--- config.mk ---
export PLATFORM = sky130hd
export DESIGN_NAME = inst_bus_arbiter_flat
export DESIGN_NICKNAME = d
export VERILOG_FILES = /design/src/rtl/inst_bus_pkg.sv /design/src/rtl/inst_bus_arbiter_if.sv /design/src/rtl/ready_sync.sv /design/src/rtl/inst_bus_arbiter.sv /design/src/flat_wrapper.sv
export SDC_FILE = /design/constraint.sdc
export NUM_CORES = 1
export LEC_CHECK = 0
export ABC_CLOCK_PERIOD_IN_PS = 2300
export BUFFER_PORTS_ARGS = -buffer_cell sky130_fd_sc_hd__buf_2
export CORE_MARGIN = 10
export CORE_UTILIZATION = 46
export CTS_CLUSTER_SIZE = 40
export DETAILED_ROUTE_END_ITERATION = 6
export PLACE_DENSITY = 0.91
export SLEW_MARGIN = 20
export SYNTH_ARGS = -nofsm -noshare
export SYNTH_HDL_FRONTEND = slang
export SYNTH_SLANG_ARGS = --single-unit
--- constraint.sdc ---
create_clock -name clk -period 2.3 [get_ports clk]
set_input_delay 0.46 -clock clk [delete_from_list [all_inputs] [get_ports clk]]
set_output_delay 0.46 -clock clk [all_outputs]
set_load 0.1 [all_outputs]
--- src/rtl/inst_bus_pkg.sv ---
// inst_bus_pkg: state encoding, default widths and master ids for the instruction-bus arbiter
package inst_bus_pkg;
  localparam int DEF_ADDR_W = 32;
  localparam int DEF_DATA_W = 32;
  localparam logic [1:0] IDLE = 2'b00;
  localparam logic [1:0] REQ = 2'b01;
  localparam logic [1:0] RELEASE = 2'b11;
  localparam logic [1:0] DONE = 2'b10;
  localparam logic M0 = 1'b0;
  localparam logic M1 = 1'b1;
endpackage

--- src/rtl/inst_bus_arbiter_if.sv ---
// inst_bus_arbiter_if: master request/done signals plus the instruction-memory read port
interface inst_bus_arbiter_if
  import inst_bus_pkg::*;
#(
  parameter int ADDR_W = DEF_ADDR_W,
  parameter int DATA_W = DEF_DATA_W
);
  logic m0_req;
  logic [ADDR_W-1:0] m0_addr;
  logic m1_req;
  logic [ADDR_W-1:0] m1_addr;
  logic m0_done;
  logic m1_done;
  logic [DATA_W-1:0] rdata;
  logic err;
  logic busy;
  logic mem_read;
  logic [ADDR_W-1:0] mem_address;
  logic mem_ready;
  logic [DATA_W-1:0] mem_rdata;
  modport slave (
    input m0_req, m0_addr, m1_req, m1_addr, mem_ready, mem_rdata,
    output m0_done, m1_done, rdata, err, busy, mem_read, mem_address
  );
  modport master (
    output m0_req, m0_addr, m1_req, m1_addr, mem_ready, mem_rdata,
    input m0_done, m1_done, rdata, err, busy, mem_read, mem_address
  );
endinterface

--- src/rtl/ready_sync.sv ---
// ready_sync: flop chain bringing the off-clock memory ready into the clk domain
module ready_sync #(
  parameter int STAGES = 2
) (
  input  logic clk,
  input  logic reset,
  input  logic i_d,
  output logic o_q
);
  localparam int N = STAGES < 1 ? 1 : STAGES;
  logic [N-1:0] r_sync;
  // shift the input one stage per clock, cleared by the async reset
  always_ff @(posedge clk or negedge reset) begin
    if (!reset) r_sync <= '0;
    else begin
      r_sync[0] <= i_d;
      for (int i = 1; i < N; i++) r_sync[i] <= r_sync[i-1];
    end
  end
  assign o_q = r_sync[N-1];
endmodule

--- src/rtl/inst_bus_arbiter.sv ---
// inst_bus_arbiter: round-robin two-master arbiter driving a four-phase instruction-memory read
module inst_bus_arbiter
  import inst_bus_pkg::*;
#(
  parameter int ADDR_W = DEF_ADDR_W,
  parameter int DATA_W = DEF_DATA_W,
  parameter int SYNC_STAGES = 2,
  parameter int TIMEOUT_CYCLES = 64
) (
  input logic clk,
  input logic reset,
  inst_bus_arbiter_if.slave bus
);
  localparam int CNT_W = TIMEOUT_CYCLES > 1 ? $clog2(TIMEOUT_CYCLES) : 1;
  localparam logic [CNT_W-1:0] CNT_MAX = CNT_W'(TIMEOUT_CYCLES - 1);
  logic [1:0] r_state;
  logic [CNT_W-1:0] r_cnt;
  logic r_gnt, r_last, r_read, r_err, r_busy, r_done0, r_done1;
  logic [ADDR_W-1:0] r_addr;
  logic [DATA_W-1:0] r_rdata;
  logic w_rdy_s, w_win, w_cnt_max;
  ready_sync #(.STAGES(SYNC_STAGES)) u_sync (
    .clk(clk),
    .reset(reset),
    .i_d(bus.mem_ready),
    .o_q(w_rdy_s)
  );
  assign w_cnt_max = r_cnt == CNT_MAX;
  // on a tie the master that was not served last wins
  assign w_win = (bus.m0_req && bus.m1_req) ? ~r_last : (bus.m1_req ? M1 : M0);
  // handshake FSM; the counter only advances below its limit, so it saturates instead of wrapping
  always_ff @(posedge clk or negedge reset) begin
    if (!reset) begin
      r_state <= IDLE;
      r_cnt <= '0;
      r_gnt <= M0;
      r_last <= M1;
      r_read <= 1'b0;
      r_addr <= '0;
      r_rdata <= '0;
      r_err <= 1'b0;
      r_busy <= 1'b0;
      r_done0 <= 1'b0;
      r_done1 <= 1'b0;
    end else begin
      r_done0 <= 1'b0;
      r_done1 <= 1'b0;
      case (r_state)
        IDLE: if (bus.m0_req || bus.m1_req) begin
          r_addr <= w_win ? bus.m1_addr : bus.m0_addr;
          r_read <= 1'b1;
          r_gnt <= w_win;
          r_last <= w_win;
          r_cnt <= '0;
          r_busy <= 1'b1;
          r_state <= REQ;
        end
        REQ: if (w_rdy_s) begin
          r_rdata <= bus.mem_rdata;
          r_err <= 1'b0;
          r_read <= 1'b0;
          r_cnt <= '0;
          r_state <= RELEASE;
        end else if (w_cnt_max) begin
          r_err <= 1'b1;
          r_read <= 1'b0;
          r_cnt <= '0;
          r_state <= RELEASE;
        end else r_cnt <= r_cnt + 1'b1;
        RELEASE: if (!w_rdy_s || w_cnt_max) begin
          r_err <= w_rdy_s | r_err;
          r_done0 <= r_gnt == M0;
          r_done1 <= r_gnt == M1;
          r_state <= DONE;
        end else r_cnt <= r_cnt + 1'b1;
        DONE: begin
          r_busy <= 1'b0;
          r_state <= IDLE;
        end
      endcase
    end
  end
  assign bus.mem_read = r_read;
  assign bus.mem_address = r_addr;
  assign bus.rdata = r_rdata;
  assign bus.err = r_err;
  assign bus.busy = r_busy;
  assign bus.m0_done = r_done0;
  assign bus.m1_done = r_done1;
endmodule

--- src/flat_wrapper.sv ---
// flat-port wrapper written by rule: the top's interface ports become plain ports
module inst_bus_arbiter_flat import inst_bus_pkg::*;
#(
  parameter int ADDR_W = DEF_ADDR_W,
  parameter int DATA_W = DEF_DATA_W,
  parameter int SYNC_STAGES = 2,
  parameter int TIMEOUT_CYCLES = 64
)
  (clk, reset, bus_m0_req, bus_m0_addr, bus_m1_req, bus_m1_addr, bus_mem_ready, bus_mem_rdata, bus_m0_done, bus_m1_done, bus_rdata, bus_err, bus_busy, bus_mem_read, bus_mem_address);
  inst_bus_arbiter_if #(.ADDR_W(ADDR_W), .DATA_W(DATA_W)) bus_i ();
  input logic clk;
  input logic reset;
  input wire logic [$bits(bus_i.m0_req)-1:0] bus_m0_req;
  input wire logic [$bits(bus_i.m0_addr)-1:0] bus_m0_addr;
  input wire logic [$bits(bus_i.m1_req)-1:0] bus_m1_req;
  input wire logic [$bits(bus_i.m1_addr)-1:0] bus_m1_addr;
  input wire logic [$bits(bus_i.mem_ready)-1:0] bus_mem_ready;
  input wire logic [$bits(bus_i.mem_rdata)-1:0] bus_mem_rdata;
  output wire logic [$bits(bus_i.m0_done)-1:0] bus_m0_done;
  output wire logic [$bits(bus_i.m1_done)-1:0] bus_m1_done;
  output wire logic [$bits(bus_i.rdata)-1:0] bus_rdata;
  output wire logic [$bits(bus_i.err)-1:0] bus_err;
  output wire logic [$bits(bus_i.busy)-1:0] bus_busy;
  output wire logic [$bits(bus_i.mem_read)-1:0] bus_mem_read;
  output wire logic [$bits(bus_i.mem_address)-1:0] bus_mem_address;
  assign bus_i.m0_req = bus_m0_req;
  assign bus_i.m0_addr = bus_m0_addr;
  assign bus_i.m1_req = bus_m1_req;
  assign bus_i.m1_addr = bus_m1_addr;
  assign bus_i.mem_ready = bus_mem_ready;
  assign bus_i.mem_rdata = bus_mem_rdata;
  assign bus_m0_done = bus_i.m0_done;
  assign bus_m1_done = bus_i.m1_done;
  assign bus_rdata = bus_i.rdata;
  assign bus_err = bus_i.err;
  assign bus_busy = bus_i.busy;
  assign bus_mem_read = bus_i.mem_read;
  assign bus_mem_address = bus_i.mem_address;
  inst_bus_arbiter #(.ADDR_W(ADDR_W), .DATA_W(DATA_W), .SYNC_STAGES(SYNC_STAGES), .TIMEOUT_CYCLES(TIMEOUT_CYCLES)) u_core (.clk(clk), .reset(reset), .bus(bus_i));
endmodule
==> results of run 1 <==
## cells in the mapped netlist (all sizes together), types with 2 or more instances
cell / count
dfrtp: 80
nand2: 36
o21ai: 36
mux2: 34
mux2i: 32
buf: 13
nor2: 11
a21oi: 6
inv: 5
clkbuf: 4
a31oi: 3
and3: 3
nand3: 3
a22o: 2
nand4: 2
nor2b: 2
nor3: 2
## kinds of logic after synthesis
| group | Yosys count | share of synthesized area |
|---|---|---|
| mux | 66 | 0.204 |
| buf+inv | 22 | 0.0331 |
| flops | 81 | 0.589 |
| fa+ha+maj | 1 | 0.00363 |
| xor+xnor | 1 | 0.00254 |
| compound gates | 53 | 0.0934 |
| simple gates | 60 | 0.0741 |
## layout by cell type, fill, tap and decap left out, drive strengths merged, types with 2 or more instances in the layout
cell type    n
buf        173
dfrtp       80
nand2       36
o21ai       36
mux2        34
mux2i       32
nor2        11
clkbuf       9
inv          6
a21oi        6
nand3        3
a31oi        3
and3         3
nor3         2
a22o         2
nor2b        2
nand4        2
clkinvlp     2
bufinv       2
## state kept, by name (all words and copies together), names as in the netlist
| name | count |
|---|---|
| u_core.r_state | 2 |
| u_core.r_cnt | 6 |
| u_core.bus.rdata | 32 |
| u_core.bus.m1_done | 1 |
| u_core.bus.busy | 1 |
| u_core.bus.err | 1 |
| u_core.r_last | 1 |
| u_core.r_gnt | 1 |
| u_core.bus.mem_read | 1 |
| u_core.u_sync.r_sync | 2 |
| u_core.bus.mem_address | 32 |
| u_core.bus.m0_done | 1 |
## worst paths after layout
kind                                                          to                         startpoint  slack, ns
max                                  u_core.r_cnt[3]$_DFFE_PN0P_        u_core.r_cnt[0]$_DFFE_PN0P_       0.46
min                             u_core.bus.rdata[17]$_DFFE_PN0P_                              reset       0.08
max reg2reg                          u_core.r_cnt[3]$_DFFE_PN0P_        u_core.r_cnt[0]$_DFFE_PN0P_       0.46
min reg2reg                    u_core.u_sync.r_sync[1]$_DFF_PN0_  u_core.u_sync.r_sync[0]$_DFF_PN0_       0.36
max in group asynchronous  u_core.bus.mem_address[0]$_DFFE_PN0P_                              reset       1.62
min in group clk               u_core.u_sync.r_sync[0]$_DFF_PN0_                      bus_mem_ready       0.23
## per-layer routing
layer  global-route usage  part of all wire
met4               0.0503             0.012
met3               0.0713              0.11
met5                    0                 0
met2                0.250              0.45
met1                0.195              0.43
## per-stage QoR
step                instance area (sq um)  std cells  utilization  setup slack, ns  hold slack [ns]
global placement                     4400        539        0.606            0.502            0.344
detailed placement                   4400        539        0.606            0.401            0.342
floorplan                            3440        284            -            0.672            0.164
CTS                                  4610        554        0.636            0.471           0.0916
finish                               4610        554        0.636            0.465           0.0751
global route                         4610        554        0.636            0.324            0.109
## cell type report
cell class | count | share of cell area
Sequential cell | 81 | 0.440
Multi-Input combinational cell | 181 | 0.287
Timing Repair Buffer | 173 | 0.196
Clock buffer | 9 | 0.0268
Tap cell | 99 | 0.0268
Clock inverter | 6 | 0.0201
Inverter | 5 | 0.00407
==> results.sh, run 1 <==
export IMPL_path_delay_family="flip-flops"
export IMPL_fin_nets=553
export IMPL_hold_violations=0
export IMPL_relSlewSlack=0.597
export IMPL_syn_nets=386
export IMPL_fp_row_count=31
export IMPL_yosysWarnings=0
export IMPL_tns_ns=0
export IMPL_cts_setup_buffers=0
export IMPL_drv_slew=0
export IMPL_cts_resized=0
export IMPL_crit_chain="ha_1, nand3_1, o211ai_4, a21oi_4, nand4_1, mux2_1"
export IMPL_area_delta_synth_final_pct=34.0
export IMPL_skew_ns=0.00902
export IMPL_grt_usage=0.160
export IMPL_critPathSlowestCell="dfrtp_1"
export IMPL_numCtsBuffers=9
export IMPL_synth_edf_count=0
export IMPL_cp_max_fo=8
export IMPL_synth_cell_type_count=35
export IMPL_die_h_um=107
export IMPL_crit_arrival_ns=2.05
export IMPL_dp_hpwl_um=7550
export IMPL_post_drt_wl_per_cell_um=16.7
export IMPL_netlist_area_sq_um=3440
export IMPL_period_share=0.798
export IMPL_synthFlopType="dfrtp_1"
export IMPL_critical_path_class="reg -> reg"
export IMPL_vias=2771
export IMPL_crit_path_start_kind="flip-flop"
export IMPL_finalSetupViolations=0
export IMPL_ctsHoldBuffers=0
export IMPL_firstDrtPassIters=4
export IMPL_syn_avg_cell_area_sq_um=12.1
export IMPL_synth_area_leaders="dfrtp_1 58%, mux2_2 10%, mux2i_1 9.3%"
export IMPL_cp_end_kind="flip-flop"
export IMPL_design_die_area_sq_um=11300
export IMPL_cts_tree="yes"
export IMPL_fp_coreArea_sq_um=7250
export IMPL_hp_class="in -> async"
export IMPL_clock_fmax_mhz=545
export IMPL_ff2ff_path_depth=6
export IMPL_cap_violations=0
export IMPL_grt_pass1_vias=3044
export IMPL_drive_above_1_share=0.501
export IMPL_drtIter0Drc=96
export IMPL_status="finished, final reports clean"
export IMPL_grt_max_degree=45
export IMPL_rsz0062_at_grt="no"
export IMPL_cts_root_buf="clkbuf_8"
export IMPL_clk_pin_slew_worst_paths_ns=0.08
export IMPL_worst_slew_pin_slew_ns=0.602
export IMPL_synth_ff_latch_count=81
export IMPL_path_buf_inv=0
export IMPL_clock_latency_ns=0.33
export IMPL_ant_nets=0
export IMPL_clock_sinks=81
export IMPL_clk_path_buf_depth=2
export IMPL_multi_input_area_sq_um=1320
export IMPL_grt_ovfl_total=0
export IMPL_htree_levels=3
export IMPL_seq_area_frac_synth=0.589
export IMPL_fillers=603
export IMPL_initial_core_util=0.475
export IMPL_synth_top_area_frac=0.581
export IMPL_antenna_found_initial=1
export IMPL_cp_required_ns=2.52
export IMPL_io_pins=170
export IMPL_portBuffers=169
export IMPL_yosysTopAreaCell="dfrtp_1"
export IMPL_layout_min_cycle_time_ns=1.84
export IMPL_viasPerCell=5.00
export IMPL_worstSetupPathDepth=6
export IMPL_grt_pass1_wl_um=15000
export IMPL_ys_async_sr_fraction=1.00
export IMPL_routabilityCongestion=0.799
export IMPL_dieWidth_um=107
export IMPL_syn_inst=284
export IMPL_drc_errors=0
export IMPL_drt_total_wl_um=9260
export IMPL_antennaDiodeCount=0
export IMPL_seq_area_sq_um=2030
export IMPL_max_stage_delay_ns=0.43
Power of run 1 is left out: the tool's default activity adds up to more than one toggle a clock period on the data nets, which glitch-free logic cannot reach.
==> run 2: changes to the inputs <==
Settings changed: ABC_CLOCK_PERIOD_IN_PS 2300 to 1500, CORE_UTILIZATION 46 to 41, PLACE_DENSITY 0.91 to 0.87.
Clock period 2.3 ns to 1.5 ns, I/O delays scaled along.
==> results.sh, run 2 (synthesis gave the netlist of run 1 again) <==
export IMPL_die_h_um=112
export IMPL_clk_pin_slew_worst_paths_ns=0.08
export IMPL_post_drt_wl_per_cell_um=16.1
export IMPL_htree_levels=3
export IMPL_io_pins=170
export IMPL_cp_required_ns=1.72
export IMPL_hp_class="in -> reg"
export IMPL_relSlewSlack=0.662
export IMPL_layout_common_cells="168 x buf_2, 80 x dfrtp_1, 36 x nand2_1"
export IMPL_hold_start="bus_mem_ready"
export IMPL_numCtsBuffers=9
export IMPL_fp_coreArea_sq_um=8180
export IMPL_grt_pass1_wl_um=15600
export IMPL_cp_end_kind="flip-flop"
export IMPL_worstReg2RegEnd="u_core.r_cnt[5]$_DFFE_PN0P_"
export IMPL_rsz0062_at_grt="yes"
export IMPL_antenna_found_initial=0
export IMPL_drtIter0Drc=135
export IMPL_worst_slew_pin_slew_ns=0.511
export IMPL_dp_hpwl_um=7490
export IMPL_area_delta_synth_final_pct=39.8
export IMPL_max_stage_delay_ns=0.42
export IMPL_whs_path_depth=1
export IMPL_dieWidth_um=112
export IMPL_grt_ovfl_total=0
export IMPL_fin_cells=576
export IMPL_drt_total_wl_um=9290
export IMPL_fin_nets=570
export IMPL_cap_violations=0
export IMPL_drive_above_1_share=0.527
export IMPL_viasPerCell=4.85
export IMPL_fp_row_count=33
export IMPL_finalSetupViolations=2
export IMPL_status="finished, violations left"
export IMPL_routabilityCongestion=0.853
export IMPL_final_common_cell="buf_2"
export IMPL_ant_nets=0
export IMPL_failed_checks="setup timing"
export IMPL_skew_ns=0.00943
export IMPL_clock_sinks=81
export IMPL_ff2ff_path_depth=6
export IMPL_period_share=1.01
export IMPL_rrSetupSlack_ns=-0.01
export IMPL_firstDrtPassIters=4
export IMPL_grt_usage=0.149
export IMPL_r2r_start="u_core.r_cnt[0]$_DFFE_PN0P_"
export IMPL_initial_core_util=0.421
export IMPL_hold_violations=0
export IMPL_critPathSlowestCell="dfrtp_1"
export IMPL_clk_path_buf_depth=2
export IMPL_drv_slew=0
export IMPL_cts_tree="yes"
export IMPL_clock_latency_ns=0.34
export IMPL_vias=2791
export IMPL_fin_ws_ns=-0.0129
export IMPL_grt_pass1_vias=3165
export IMPL_crit_path_start_kind="flip-flop"
export IMPL_critPathLaunch="u_core.r_cnt[0]$_DFFE_PN0P_"
export IMPL_antennaDiodeCount=0
export IMPL_crit_arrival_ns=1.73
export IMPL_critical_path_class="reg -> reg"
export IMPL_cp_endpoint="u_core.r_cnt[5]$_DFFE_PN0P_"
export IMPL_placed_cells=559
export IMPL_tns_ns=-0.0143
export IMPL_design_die_area_sq_um=12500
export IMPL_crit_chain="ha_4, nand3_4, o211ai_4, a21oi_4, nand4_1, mux2_4"
export IMPL_layout_min_cycle_time_ns=1.51
export IMPL_cts_root_buf="clkbuf_8"
export IMPL_cp_max_fo=3
export IMPL_drc_errors=0
export IMPL_portBuffers=169
export IMPL_grt_max_degree=53
export IMPL_clock_fmax_mhz=661
## run 2: changes by cell type in the layout (fill, tap and decap cells not counted), sizes merged
cell,change
buf,+16
clkbuf,+2
inv,-1
dlygate4sd3,+1
clkinvlp,-2
## run 2: critical path, delay by kind of cell, from the launching register on
| family | cells | cell delay (ns) |
|---|---|---|
| adder cells (fa/ha/maj) | 1 | 0.18 |
| AO/OA/AOI/OAI | 2 | 0.28 |
| flip-flops | 1 | 0.42 |
| multiplexers | 1 | 0.32 |
| AND/OR/NAND/NOR | 2 | 0.20 |
## run 2: layout make-up
type | count | area, sq um
Fill cell | 701 | 3360
Sequential cell | 81 | 2030
Multi-Input combinational cell | 181 | 1360
Timing Repair Buffer | 190 | 1060
Clock buffer | 11 | 151
Tap cell | 105 | 131
Clock inverter | 3 | 65.1
Inverter | 5 | 18.8
## run 2: per-layer routing
metal | vias up | track usage | share of wire
li1 | 1354 | - | -
met1 | 1285 | 0.185 | 0.44
met2 | 136 | 0.231 | 0.46
met3 | 16 | 0.0526 | 0.086
met4 | 0 | 0.0591 | 0.019
met5 | - | 0 | 0
## run 2: worst min-delay path by stage
stage | end | slack (ns)
2_1_floorplan | u_core.bus.busy$_DFFE_PN0P_ | 0.004
3_3_place_gp | u_core.bus.rdata[11]$_DFFE_PN0P_ | 0.25
3_5_place_dp | u_core.bus.rdata[11]$_DFFE_PN0P_ | 0.27
4_1_cts | u_core.u_sync.r_sync[0]$_DFF_PN0_ | 0.04
5_1_grt | u_core.u_sync.r_sync[0]$_DFF_PN0_ | 0.04
6_report | u_core.u_sync.r_sync[0]$_DFF_PN0_ | 0.06
## run 2: through the flow
step                      utilization  setup slack, ns  cell area, sq um  hold WS [ns]
after global placement          0.556           0.0510              4540         0.251
after CTS                       0.589         -0.00195              4810        0.0414
after floorplan                     -         -0.00691              3450       0.00441
after detailed placement        0.556          -0.0144              4540         0.266
final                           0.589          -0.0129              4810        0.0627
after global routing            0.589          -0.0551              4810        0.0443
## run 2: timing repair
item / in CTS / in global routing
hold buffers: 1 / 0
endpoints found under the setup margin: 2 / 5
resized for setup: 5 / 1
buffers inserted: 2 / 0
pin swaps: 3 / 1
hold endpoints to repair: 26 / 0
Power of run 2 is left out for the same reason.
==> run 3: changes to the inputs <==
--- a/config.mk
+++ b/config.mk
@@ -12,5 +12,7 @@
 export CTS_CLUSTER_SIZE = 40
 export DETAILED_ROUTE_END_ITERATION = 6
+export GPL_ROUTABILITY_DRIVEN = 1
 export PLACE_DENSITY = 0.87
+export RECOVER_POWER = 25
 export SLEW_MARGIN = 20
 export SYNTH_ARGS = -nofsm -noshare
==> constraint.sdc (replaced) <==
create_clock -name clk -period 1.5 [get_ports clk]
set_input_delay 0.3 -clock clk [delete_from_list [all_inputs] [get_ports clk]]
set_output_delay 0.3 -clock clk [all_outputs]
set_load 0.02 [all_outputs]
==> results.sh, run 3 (synthesis gave the netlist of run 1 again) <==
export IMPL_fp_coreArea_sq_um=8180
export IMPL_post_drt_wl_per_cell_um=16.1
export IMPL_io_pins=170
export IMPL_p_per_area_nw_per_um2=2070
export IMPL_drtIter0Drc=136
export IMPL_dp_hpwl_um=7490
export IMPL_portBuffers=169
export IMPL_area_delta_synth_final_pct=39.2
export IMPL_worstReg2RegEnd="u_core.r_cnt[5]$_DFFE_PN0P_"
export IMPL_pre_cts_ws_ns=-0.0144
export IMPL_placed_cells=559
export IMPL_cts_tree="yes"
export IMPL_ff2ff_path_depth=6
export IMPL_fp_row_count=33
export IMPL_drive_above_1_share=0.524
export IMPL_max_vdd_ir_drop_mv=0.927
export IMPL_rsz0062_at_grt="yes"
export IMPL_fin_nets=570
export IMPL_hold_violations=0
export IMPL_hp_class="in -> reg"
export IMPL_die_h_um=112
export IMPL_cp_required_ns=1.72
export IMPL_routabilityCongestion=0.853
export IMPL_antenna_found_initial=0
export IMPL_grt_usage=0.149
export IMPL_worst_slew_pin_slew_ns=0.745
export IMPL_path_buf_inv=0
export IMPL_cts_root_buf="clkbuf_8"
export IMPL_clock_fmax_mhz=665
export IMPL_clk_pin_slew_worst_paths_ns=0.08
export IMPL_grt_ovfl_total=0
export IMPL_ant_nets=0
export IMPL_clock_latency_ns=0.34
export IMPL_hold_end="u_core.u_sync.r_sync[0]$_DFF_PN0_"
export IMPL_drc_errors=0
export IMPL_grt_max_degree=53
export IMPL_viasPerCell=4.85
export IMPL_antennaDiodeCount=0
export IMPL_critPathSlowestCell="dfrtp_1"
export IMPL_drt_total_wl_um=9270
export IMPL_status="finished, violations left"
export IMPL_relSlewSlack=0.503
export IMPL_vias=2791
export IMPL_firstDrtPassIters=4
export IMPL_failed_checks="setup timing"
export IMPL_crit_arrival_ns=1.72
export IMPL_crit_chain="ha_4, nand3_4, o211ai_4, a21oi_4, nand4_1, mux2_4"
export IMPL_r2r_start="u_core.r_cnt[0]$_DFFE_PN0P_"
export IMPL_final_common_cell="buf_2"
export IMPL_place_area_sq_um=4540
export IMPL_hold_ws_ns=0.0628
export IMPL_cap_violations=0
export IMPL_drv_slew=0
export IMPL_dieWidth_um=112
export IMPL_clk_path_buf_depth=2
export IMPL_max_stage_delay_ns=0.42
export IMPL_crit_path_start_kind="flip-flop"
export IMPL_cp_max_fo=3
export IMPL_period_share=1.00
export IMPL_finalSetupViolations=1
export IMPL_initial_core_util=0.421
export IMPL_numCtsBuffers=9
export IMPL_grt_pass1_wl_um=15600
export IMPL_p_leak_nw=2.46
export IMPL_whs_path_depth=1
export IMPL_htree_levels=3
export IMPL_cp_end_kind="flip-flop"
export IMPL_hold_start="bus_mem_ready"
export IMPL_rrSetupSlack_ns=-0.005
export IMPL_fin_ws_ns=-0.00466
export IMPL_design_die_area_sq_um=12500
export IMPL_fillers=704
export IMPL_clock_sinks=81
export IMPL_skew_ns=0.00936
export IMPL_fin_cells=576
export IMPL_grt_pass1_vias=3165
export IMPL_layout_common_cells="168 x buf_2, 80 x dfrtp_1, 36 x nand2_1"
export IMPL_layout_min_cycle_time_ns=1.50
export IMPL_finalInstanceArea_sq_um=4790
export IMPL_path_delay_family="flip-flops"
export IMPL_critical_path_class="reg -> reg"
==> run 3: cell count changes in the layout (fill, tap and decap cells not counted) <==
cell,change
buf_6,+1
clkbuf_2,+2
clkbuf_1,+1
buf_4,-3
buf_12,-1
==> run 3: layer usage <==
layer | wire [um] | track usage | up-vias | share of wire
met4 | 178 | 0.0591 | 0 | 0.019
met2 | 4290 | 0.231 | 140 | 0.46
li1 | - | - | 1352 | -
met1 | 4000 | 0.185 | 1283 | 0.43
met3 | 803 | 0.0526 | 16 | 0.087
met5 | 0 | 0 | - | 0
==> run 3: report_power, final <==
part	internal, mW	switching [mW]	total (mW)
combinational	1.83	2.70	4.53
clock	1.01	0.710	1.72
sequential	3.18	0.509	3.69
total	6.01	3.92	9.93
==> run 3: worst max path at each step <==
stage | cells past startpoint | endpoint | slack [ns] | from
after detailed placement | 6 | u_core.r_cnt[5]$_DFFE_PN0P_ | -0.01 | u_core.r_cnt[0]$_DFFE_PN0P_
final | 6 | u_core.r_cnt[5]$_DFFE_PN0P_ | -0.005 | u_core.r_cnt[0]$_DFFE_PN0P_
after global routing | 6 | u_core.r_cnt[3]$_DFFE_PN0P_ | -0.06 | u_core.r_cnt[0]$_DFFE_PN0P_
after CTS | 6 | u_core.r_cnt[3]$_DFFE_PN0P_ | -0.002 | u_core.r_cnt[0]$_DFFE_PN0P_
after global placement | 6 | u_core.r_cnt[3]$_DFFE_PN0P_ | 0.05 | u_core.r_cnt[1]$_DFFE_PN0P_
after floorplan | 6 | u_core.r_cnt[3]$_DFFE_PN0P_ | -0.007 | u_core.r_cnt[0]$_DFFE_PN0P_
==> run 3: cell type report <==
type,instances,area [sq um],area share
Clock inverter,3,65.1,0.0136
Inverter,5,18.8,0.00391
Sequential cell,81,2030,0.423
Multi-Input combinational cell,181,1360,0.283
Tap cell,105,131,0.0274
Timing Repair Buffer,190,1040,0.217
Clock buffer,11,151,0.0316
==> run 3: timing repair <==
item	in CTS	in global routing
hold buffers	1	0
endpoints found under the hold margin	26	0
endpoints found under the setup margin	2	5
pin swaps	3	1
setup buffers	2	0
gates cloned	0	0
resized for setup	5	1
==> run 3: through the flow <==
stage                TNS, ns  utilization  total power [mW]
floorplan            -0.0136            -              6.47
global placement           0        0.556              8.08
global route          -0.179        0.586              10.6
detailed placement   -0.0274        0.556              8.29
finish              -0.00466        0.586              9.93
CTS                 -0.00195        0.589              10.1
Note: power is estimated with default switching activity, not from simulation.
